## src/rtl/mux8_scan_pkg.sv

```systemverilog
// Shared types and select-code helpers for the mux8 scan sequencer.
package mux8_scan_pkg;

    localparam int SEL_W = 3;
    localparam int NCH   = 8;

    typedef enum logic [1:0] {
        IDLE  = 2'd0,
        SHIFT = 2'd1,
        GAP   = 2'd2
    } state_t;

    function automatic logic [SEL_W-1:0] start_code(input bit descend);
        logic [SEL_W-1:0] v;
        v = descend ? SEL_W'(NCH - 1) : '0;
        return v;
    endfunction

    function automatic logic [SEL_W-1:0] end_code(input bit descend);
        logic [SEL_W-1:0] v;
        v = descend ? '0 : SEL_W'(NCH - 1);
        return v;
    endfunction

endpackage

```

## src/rtl/mux8_scan_seq_if.sv

```systemverilog
// Load and serial-stream handshakes of the mux8 scan sequencer.
interface mux8_scan_seq_if;
    import mux8_scan_pkg::*;

    logic           load_valid;
    logic           load_ready;
    logic [NCH-1:0] load_data;
    logic           ser_bit;
    logic           ser_valid;
    logic           ser_ready;
    logic           ser_last;

    modport master (
        input  load_valid, load_data, ser_ready,
        output load_ready, ser_bit, ser_valid, ser_last
    );

    modport slave (
        output load_valid, load_data, ser_ready,
        input  load_ready, ser_bit, ser_valid, ser_last
    );

endinterface

```

## src/rtl/mux8_scan_seq_scan_sel_cnt.sv

```systemverilog
// Up/down select counter; parks on the end code so it never wraps mid-word.
module scan_sel_cnt
    import mux8_scan_pkg::*;
#(
    parameter bit DESCEND = 1'b0
) (
    input  logic             i_clk,
    input  logic             i_rst,
    input  logic             i_load,
    input  logic             i_en,
    output logic [SEL_W-1:0] o_sel,
    output logic             o_at_end
);

    logic [SEL_W-1:0] r_sel;

    always_ff @(posedge i_clk) begin
        if (i_rst) begin
            r_sel <= '0;
        end else if (i_load) begin
            r_sel <= start_code(DESCEND);
        end else if (i_en && !o_at_end) begin
            r_sel <= DESCEND ? r_sel - 1'b1 : r_sel + 1'b1;
        end
    end

    assign o_sel    = r_sel;
    assign o_at_end = (r_sel == end_code(DESCEND));

endmodule

```

## src/rtl/mux8_scan_seq.sv

```systemverilog
// Parallel-in/serial-out sequencer driving an external mux8.
module mux8_scan_seq
    import mux8_scan_pkg::*;
#(
    parameter bit DESCEND  = 1'b0,
    parameter int IDLE_GAP = 0
) (
    input  logic                  i_clk,
    input  logic                  i_rst,
    mux8_scan_seq_if.master       if_bus,
    output logic                  o_i0,
    output logic                  o_i1,
    output logic                  o_i2,
    output logic                  o_i3,
    output logic                  o_i4,
    output logic                  o_i5,
    output logic                  o_i6,
    output logic                  o_i7,
    output logic                  o_s0,
    output logic                  o_s1,
    output logic                  o_s2,
    input  logic                  i_mux_out,
    output logic                  o_busy
);

    localparam logic [1:0] ST_IDLE  = IDLE;
    localparam logic [1:0] ST_SHIFT = SHIFT;
    localparam logic [1:0] ST_GAP   = GAP;
    localparam logic [1:0] ST_DONE  = (IDLE_GAP > 0) ? ST_GAP : ST_IDLE;
    localparam logic [3:0] GAP_LAST = 4'(IDLE_GAP - 1);

    logic [1:0]       r_state;
    logic [NCH-1:0]   r_word;
    logic [3:0]       r_gap;
    logic             r_bit;
    logic             r_valid;
    logic             r_last;

    logic             w_idle;
    logic             w_accept;
    logic             w_free;
    logic             w_cap;
    logic             w_at_end;
    logic [SEL_W-1:0] w_sel;

    assign w_idle   = (r_state == ST_IDLE);
    assign w_accept = if_bus.load_valid & if_bus.load_ready;
    assign w_free   = ~r_valid | if_bus.ser_ready;
    assign w_cap    = (r_state == ST_SHIFT) & w_free;

    always_ff @(posedge i_clk) begin
        if (i_rst) begin
            r_state <= ST_IDLE;
            r_word  <= '0;
            r_gap   <= '0;
        end else begin
            unique case (r_state)
                ST_IDLE: begin
                    if (w_accept) begin
                        r_word  <= if_bus.load_data;
                        r_state <= ST_SHIFT;
                    end
                end
                ST_SHIFT: begin
                    if (w_cap && w_at_end) begin
                        r_state <= ST_DONE;
                        r_gap   <= '0;
                    end
                end
                ST_GAP: begin
                    if (r_gap == GAP_LAST) begin
                        r_state <= ST_IDLE;
                        r_gap   <= '0;
                    end else begin
                        r_gap <= r_gap + 1'b1;
                    end
                end
                default: r_state <= ST_IDLE;
            endcase
        end
    end

    // A capture on the consume edge refills the register: no bubble.
    always_ff @(posedge i_clk) begin
        if (i_rst) begin
            r_bit   <= 1'b0;
            r_valid <= 1'b0;
            r_last  <= 1'b0;
        end else if (w_cap) begin
            r_bit   <= i_mux_out;
            r_valid <= 1'b1;
            r_last  <= w_at_end;
        end else if (r_valid && if_bus.ser_ready) begin
            r_valid <= 1'b0;
            r_last  <= 1'b0;
        end
    end

    scan_sel_cnt #(
        .DESCEND (DESCEND)
    ) u_sel (
        .i_clk    (i_clk),
        .i_rst    (i_rst),
        .i_load   (w_accept),
        .i_en     (w_cap),
        .o_sel    (w_sel),
        .o_at_end (w_at_end)
    );

    assign if_bus.load_ready = ~i_rst & w_idle;
    assign if_bus.ser_bit    = r_bit;
    assign if_bus.ser_valid  = r_valid;
    assign if_bus.ser_last   = r_last;

    assign o_busy = ~i_rst & ~w_idle;
    assign {o_s0, o_s1, o_s2} = w_sel;
    assign {o_i7, o_i6, o_i5, o_i4, o_i3, o_i2, o_i1, o_i0} = r_word;

endmodule
```

## src/flat_wrapper.sv

```systemverilog
// flat-port wrapper written by rule: the top's interface ports become plain ports
module mux8_scan_seq_flat import mux8_scan_pkg::*;
#(
    parameter bit DESCEND  = 1'b0,
    parameter int IDLE_GAP = 0
)
  (i_clk, i_rst, o_i0, o_i1, o_i2, o_i3, o_i4, o_i5, o_i6, o_i7, o_s0, o_s1, o_s2, i_mux_out, o_busy, if_bus_load_valid, if_bus_load_data, if_bus_ser_ready, if_bus_load_ready, if_bus_ser_bit, if_bus_ser_valid, if_bus_ser_last);
  mux8_scan_seq_if if_bus_i ();
  input  logic i_clk;
  input  logic i_rst;
  output logic o_i0;
  output logic o_i1;
  output logic o_i2;
  output logic o_i3;
  output logic o_i4;
  output logic o_i5;
  output logic o_i6;
  output logic o_i7;
  output logic o_s0;
  output logic o_s1;
  output logic o_s2;
  input  logic i_mux_out;
  output logic o_busy;
  input wire logic [$bits(if_bus_i.load_valid)-1:0] if_bus_load_valid;
  input wire logic [$bits(if_bus_i.load_data)-1:0] if_bus_load_data;
  input wire logic [$bits(if_bus_i.ser_ready)-1:0] if_bus_ser_ready;
  output wire logic [$bits(if_bus_i.load_ready)-1:0] if_bus_load_ready;
  output wire logic [$bits(if_bus_i.ser_bit)-1:0] if_bus_ser_bit;
  output wire logic [$bits(if_bus_i.ser_valid)-1:0] if_bus_ser_valid;
  output wire logic [$bits(if_bus_i.ser_last)-1:0] if_bus_ser_last;
  assign if_bus_i.load_valid = if_bus_load_valid;
  assign if_bus_i.load_data = if_bus_load_data;
  assign if_bus_i.ser_ready = if_bus_ser_ready;
  assign if_bus_load_ready = if_bus_i.load_ready;
  assign if_bus_ser_bit = if_bus_i.ser_bit;
  assign if_bus_ser_valid = if_bus_i.ser_valid;
  assign if_bus_ser_last = if_bus_i.ser_last;
  mux8_scan_seq #(.DESCEND(DESCEND), .IDLE_GAP(IDLE_GAP)) u_core (.i_clk(i_clk), .i_rst(i_rst), .if_bus(if_bus_i), .o_i0(o_i0), .o_i1(o_i1), .o_i2(o_i2), .o_i3(o_i3), .o_i4(o_i4), .o_i5(o_i5), .o_i6(o_i6), .o_i7(o_i7), .o_s0(o_s0), .o_s1(o_s1), .o_s2(o_s2), .i_mux_out(i_mux_out), .o_busy(o_busy));
endmodule
```

## config.mk

```make
export PLATFORM = sky130hd
export DESIGN_NAME = mux8_scan_seq_flat
export DESIGN_NICKNAME = d
export VERILOG_FILES = /design/src/rtl/mux8_scan_pkg.sv /design/src/rtl/mux8_scan_seq_if.sv /design/src/rtl/mux8_scan_seq_scan_sel_cnt.sv /design/src/rtl/mux8_scan_seq.sv /design/src/flat_wrapper.sv
export SDC_FILE = /design/constraint.sdc
export NUM_CORES = 1
export LEC_CHECK = 0
export ABC_AREA = 1
export CORE_UTILIZATION = 35
export DETAILED_ROUTE_END_ITERATION = 7
export PLACE_DENSITY = 0.73
export SLEW_MARGIN = 30
export SYNTH_ARGS = -nofsm -noshare
export SYNTH_HDL_FRONTEND = slang
export SYNTH_SLANG_ARGS = --single-unit
```

## constraint.sdc

```tcl
create_clock -name i_clk -period 1.2 [get_ports i_clk]
set_clock_uncertainty 0.1 [all_clocks]
set_input_delay 0.3 -clock i_clk [delete_from_list [all_inputs] [get_ports i_clk]]
set_output_delay 0.3 -clock i_clk [all_outputs]
set_load 0.01 [all_outputs]
```

# [Word-level counts from Yosys, hierarchy flattened]
# Cells that the tools add are included.
[totals] reg_bits=20 latch_bits=0 mem_bits_rw=0 rom_bits=0 in_bits=13 output_inout_bits=16 elab_cells=45 memories=0
[classes] n_addsub=2 n_mul=0 div=0 order_cmp=0 eq_ne=7 n_shift=0 mux=10 bitwise_logic=8 n_reduce_logical=11
[op_table] cell="4-bit 2-to-1 mux" n=2
[op_table] cell="4-bit case mux with 2 select lines" n=1
[op_table] cell="2-bit 2-to-1 mux" n=3
[op_table] cell="2-bit case mux with 3 select lines" n=1
[op_table] cell="4-bit by 1-bit adder with 4-bit output, second input constant" n=1
[op_table] cell="1-bit AND" n=4
[op_table] cell="4-bit == test, second input constant" n=1
[op_table] cell="2-bit inequality test, second input constant" n=2
[op_table] cell="2-bit AND reduction" n=2
[op_table] cell="2-bit nonzero test" n=2
[op_table] cell="3-bit by 1-bit adder with 3-bit output, second input constant" n=1
[op_table] cell="3-bit == test, second input constant" n=1
[op_table] cell="1-bit logical AND" n=3
[op_table] cell="1-bit 2-to-1 mux" n=3
[op_table] cell="1-bit inverter" n=3
[op_table] cell="3-bit AND reduction" n=1
[op_table] cell="2-bit by 1-bit == test with 1-bit output, second input constant" n=1
[op_table] cell="2-bit == test, second input constant" n=1
[op_table] cell="2-bit logical NOT" n=1
[op_table] cell="2-bit by 1-bit inequality test with 1-bit output, second input constant" n=1
[op_table] cell="2-bit OR reduction" n=1
[op_table] cell="1-bit logical NOT" n=1
[op_table] cell="1-bit OR" n=1

# [Longest topological paths before layout]
[depth] word_depth=6 ltp_mapped=7 depth_no_buf=6

# [Hierarchy]
# A second synthesis with hierarchy kept.
[unflattened] cells_unflattened=82 area_unflattened_um2=616.8
[modules_own_cells] module="mux8_scan_seq" instances=1 cells_per_inst=59 area_each_um2=457.9
[modules_own_cells] module="scan_sel_cnt" instances=1 cells_per_inst=23 area_each_um2=158.9

# [Least setup slack after synthesis]
# No wires, ideal clock.
[synth_path] kind="reg2reg" from="register u_core.u_sel.r_sel[1], in the netlist u_core.u_sel.o_sel[1]" to="register u_core.u_sel.r_sel[0], in the netlist u_core.u_sel.o_sel[0]" arrival_time_ps=1054 required_time_ps=984 setup_slack_ps=-71 path_stages_with_launch=7 period_less_slack_ps=1271 path_cell_list="dfxtp_1 ha_1 ha_1 inv_1 nand3_1 nand2_1 a21oi_1"
[synth_between] elab_chain_cells=3
[synth_rtl] element="start: declaration" line_no="mux8_scan_seq_scan_sel_cnt.sv:15" rtl="logic [SEL_W-1:0] r_sel;"
[synth_rtl] element="start signal: assignment" line_no="mux8_scan_seq_scan_sel_cnt.sv:21" rtl="r_sel <= start_code(DESCEND);"
[synth_rtl] element="start signal: assignment" line_no="mux8_scan_seq_scan_sel_cnt.sv:23" rtl="r_sel <= DESCEND ? r_sel - 1'b1 : r_sel + 1'b1;"
[synth_rtl] element="3-bit == test" line_no="mux8_scan_seq_scan_sel_cnt.sv:28" rtl="assign o_at_end = (r_sel == end_code(DESCEND));"
[synth_rtl] element="1-bit logical NOT" line_no="mux8_scan_seq_scan_sel_cnt.sv:22" rtl="end else if (i_en && !o_at_end) begin"
[synth_rtl] element="1-bit logical AND" line_no="mux8_scan_seq_scan_sel_cnt.sv:22"
# No other way between the ends.
# A chain may end at the register's enable or synchronous reset.

# [Worst setup path in the final report]
[layout_path] from="register u_core.r_state[0]" to="output port if_bus_load_ready"
[layout_between] elab_chain_cells=2
[layout_rtl] element="start: declaration" line_no="mux8_scan_seq.sv:32" rtl="logic [1:0] r_state;"
[layout_rtl] element="start signal: assignment" line_no="mux8_scan_seq.sv:53" rtl="r_state <= ST_IDLE;"
[layout_rtl] element="start signal: assignment" line_no="mux8_scan_seq.sv:61" rtl="r_state <= ST_SHIFT;"
[layout_rtl] element="start signal: assignment" line_no="mux8_scan_seq.sv:66" rtl="r_state <= ST_DONE;"
[layout_rtl] element="2-bit logical NOT" line_no="mux8_scan_seq.sv:46" rtl="assign w_idle = (r_state == ST_IDLE);"
[layout_rtl] element="1-bit AND" line_no="mux8_scan_seq.sv:110" rtl="assign if_bus.load_ready = ~i_rst & w_idle;"
[layout_rtl] element="end: declaration" line_no="flat_wrapper.sv:27" rtl="output wire logic [$bits(if_bus_i.load_ready)-1:0] if_bus_load_ready;"
# No other way between the ends.

==> impl_metrics.yaml <==
outcome:
  outcome: "finished with violations"
  violations: "negative setup slack"
clocking:
  clockRootBuffer: "clkbuf_4"
  clockBufferDepth: 2
  cts_tree: "built"
  cts_buffers: 3
  h-tree-depth: 1
  clk_latency_ps: 270
  clk_pin_slew_worst_paths_ps: 90
  hold_buffers: 0
  cts_sinks: 15
setup_path:
  critPathMaxStageDelay_ps: 350
  cp.buffers_inverters: 2
  cp.depth: 3
  cp-start-kind: "flop"
  cp_max_fo: 3
  cp_cell_sequence: "buf_6, nor2_8, buf_6"
  path_delay_family: "flip-flops"
  crit_arrival_ps: 920
  cp.required_ps: 800
  path_class: "flop to output pin"
  worst_r2r_path_depth: 8
  slowest_stage: "dfxtp_2"
  setup.worst_path.end_class: "output pin"
  crit_path_frequent_cell: "buf_6"
  rrSetupSlack_ps: -20
  rr_endpoint: "u_core.r_word[5]"
  r2r_start: "u_core.r_state[0]"
yosys:
  syn_nets: 91
  ys.warnings.count: 0
  postSynthCellCount: 76
  ys_seq_area_share_pct: 48.7
  synth_edf_count: 0
  synth_seq_cells: 15
  synth_common_cells: "nand2_1 (28), dfxtp_1 (15), nand3_1 (10), a21oi_1 (6)"
  yosys.area.top_type: "dfxtp_1"
  avgSynthCellArea_sq_um: 8.12
  syn-cell-area_sq_um: 617
  ys_types: 14
  synthFlopType: "dfxtp_1"
  synth_top_cell_area_share_pct: 48.7
  synthArstFlopShare_pct: 0
  post-synth-top-count-cell: "nand2_1"
  synth_area_leaders: "dfxtp_1 (49%), nand2_1 (17%), nand3_1 (8.1%)"
hold_path:
  hold_depth: 2
  hp-class: "flop to flop"
  worstHoldStart: "u_core.r_word[4]"
  min_to: "u_core.r_word[4]"
cells_and_area:
  synthToLayoutAreaGrowth_pct: 69.4
  drive_above_1_share_pct: 52.1
  antennaDiodeCount: 0
  fin_nets: 133
  fillers: 139
timing:
  slew_headroom_pct: 87.2
  worst_pin_slew_ps: 191
  fmax_ghz: 0.756
  fin_ws_ps: -123
  rsz0062_at_grt: "yes"
  hold_violations: 0
  post-route-min-period_ps: 1320
  post-route-period-util_pct: 110
  slew_violations: 0
  setup_viol_count_final: 10
  hold-worst-slack_ps: 341
detailed_routing:
  routed_via_density: 4.77
  postRouteAntennaNets: 0
  dr.pass1.iters: 6
  drt_iter0_drc: 11
  drt_wl_total_um: 1460
  wire_per_inst_um: 10.9
  drcViolationCount: 0
  vias: 635
placed_design:
  dpl.hpwl_um: 1020
  gp_congestion: 0.773
  dpl_worst_slack_ps: -774
  numPortBuffers: 28
die:
  io_pins: 29
  die-area_sq_um: 1930
  rows: 14
  initial_core_util_pct: 39.1
  fp.coreArea_sq_um: 1580
  die_y_um: 44.0
  die_x_um: 44.0
grt:
  grt_usage_pct: 16.7
  grt_pass1_vias: 601
  grt_antenna_before_repair: 0
  grt_max_degree: 10
  grt_overflow: 0
  grt_pass1_wl_um: 2380
pwr:
  power.density_nw_per_um2: 1090
  p_total_mw: 1.13
  leakage_nw: 0.500
  ir_worst_vdd_uv: 646
flow_run:
  drv_cap: 0
worst min-delay path, stage by stage, from the launching register on:
cell     delay, ps
dfxtp_2        330
nand2_1         40
nand2_1         40
what timing repair did:
item / in CTS / in global routing
pin swaps: 5 / 4
gates resized for setup: 87 / 11
endpoints found under the setup margin: 28 / 15
buffers inserted: 0 / 1
worst max path at each step:
stage	startpoint	end	slack (ps)
final	u_core.r_state[0]	if_bus_load_ready	-120
after floorplan	u_core.u_sel.o_sel[1]	u_core.u_sel.o_sel[2]	5
after CTS	u_core.r_state[0]	if_bus_load_ready	-130
after detailed placement	i_rst	o_busy	-770
after global placement	i_rst	o_busy	-760
after global routing	u_core.r_state[0]	if_bus_load_ready	-170
per-layer routing:
metal	track usage, %	vias to the layer above	routed length [um]
met4	7.27	0	5
met1	19.0	279	637
met3	4.58	2	91
li1	-	329	-
met5	0	-	0
met2	29.0	25	721
area by class of cell:
type	instances	area (sq um)	share of cell area (%)
Tap cell	16	20.0	1.92
Multi-Input combinational cell	53	335	32.1
Timing Repair Buffer	39	313	29.9
Sequential cell	15	323	30.9
Inverter	6	27.5	2.63
Clock buffer	4	26.3	2.51
report_power, final:
part,switching [mW],leakage (nW),internal [mW]
Clock,0.153,0.0150,0.129
Sequential,0.0249,0.129,0.542
Combinational,0.138,0.356,0.148
state kept, by name, summed over array words and instances, names as in the netlist:
register,flops
u_core.u_sel.o_sel,3
u_core.r_state,1
u_core.if_bus.ser_last,1
u_core.if_bus.ser_valid,1
u_core.if_bus.ser_bit,1
u_core.r_word,8
placed cells by master (no fill, tap or decap), types with 2 or more instances in the layout:
cell / netlist / routed
nand2_1: 28 / 25
buf_2: 1 / 12
dfxtp_2: 0 / 12
clkdlybuf4s50_1: 0 / 11
buf_4: 0 / 10
nand3_1: 10 / 9
buf_6: 1 / 5
a21oi_1: 6 / 4
nand2_2: 0 / 3
nand4_1: 3 / 3
clkbuf_4: 0 / 3
inv_2: 2 / 2
nand2_4: 2 / 2
inv_4: 1 / 2
inv_1: 3 / 2
a21oi_2: 0 / 2
ha_4: 0 / 2
dfxtp_4: 0 / 2
per-stage QoR:
stage	setup TNS, ps	std cells	utilization (%)	cell area (sq um)
6_report	-314	133	66.3	1040
5_1_grt	-1200	133	66.3	1040
4_1_cts	-329	132	62.5	986
3_5_place_dp	-7780	128	62.5	986
3_3_place_gp	-7640	128	62.5	986
2_1_floorplan	0	76	-	627
kinds of logic after synthesis:
group                    after synthesis  synth area share, %
AO/OA/AOI/OAI                          6                 4.87
adder cells (fa/ha/maj)                2                 4.06
buffers and inverters                  8                 6.69
flip-flops                            15                 48.7
AND/OR/NAND/NOR                       45                 35.7
Note: power is estimated with default switching activity, not from simulation.
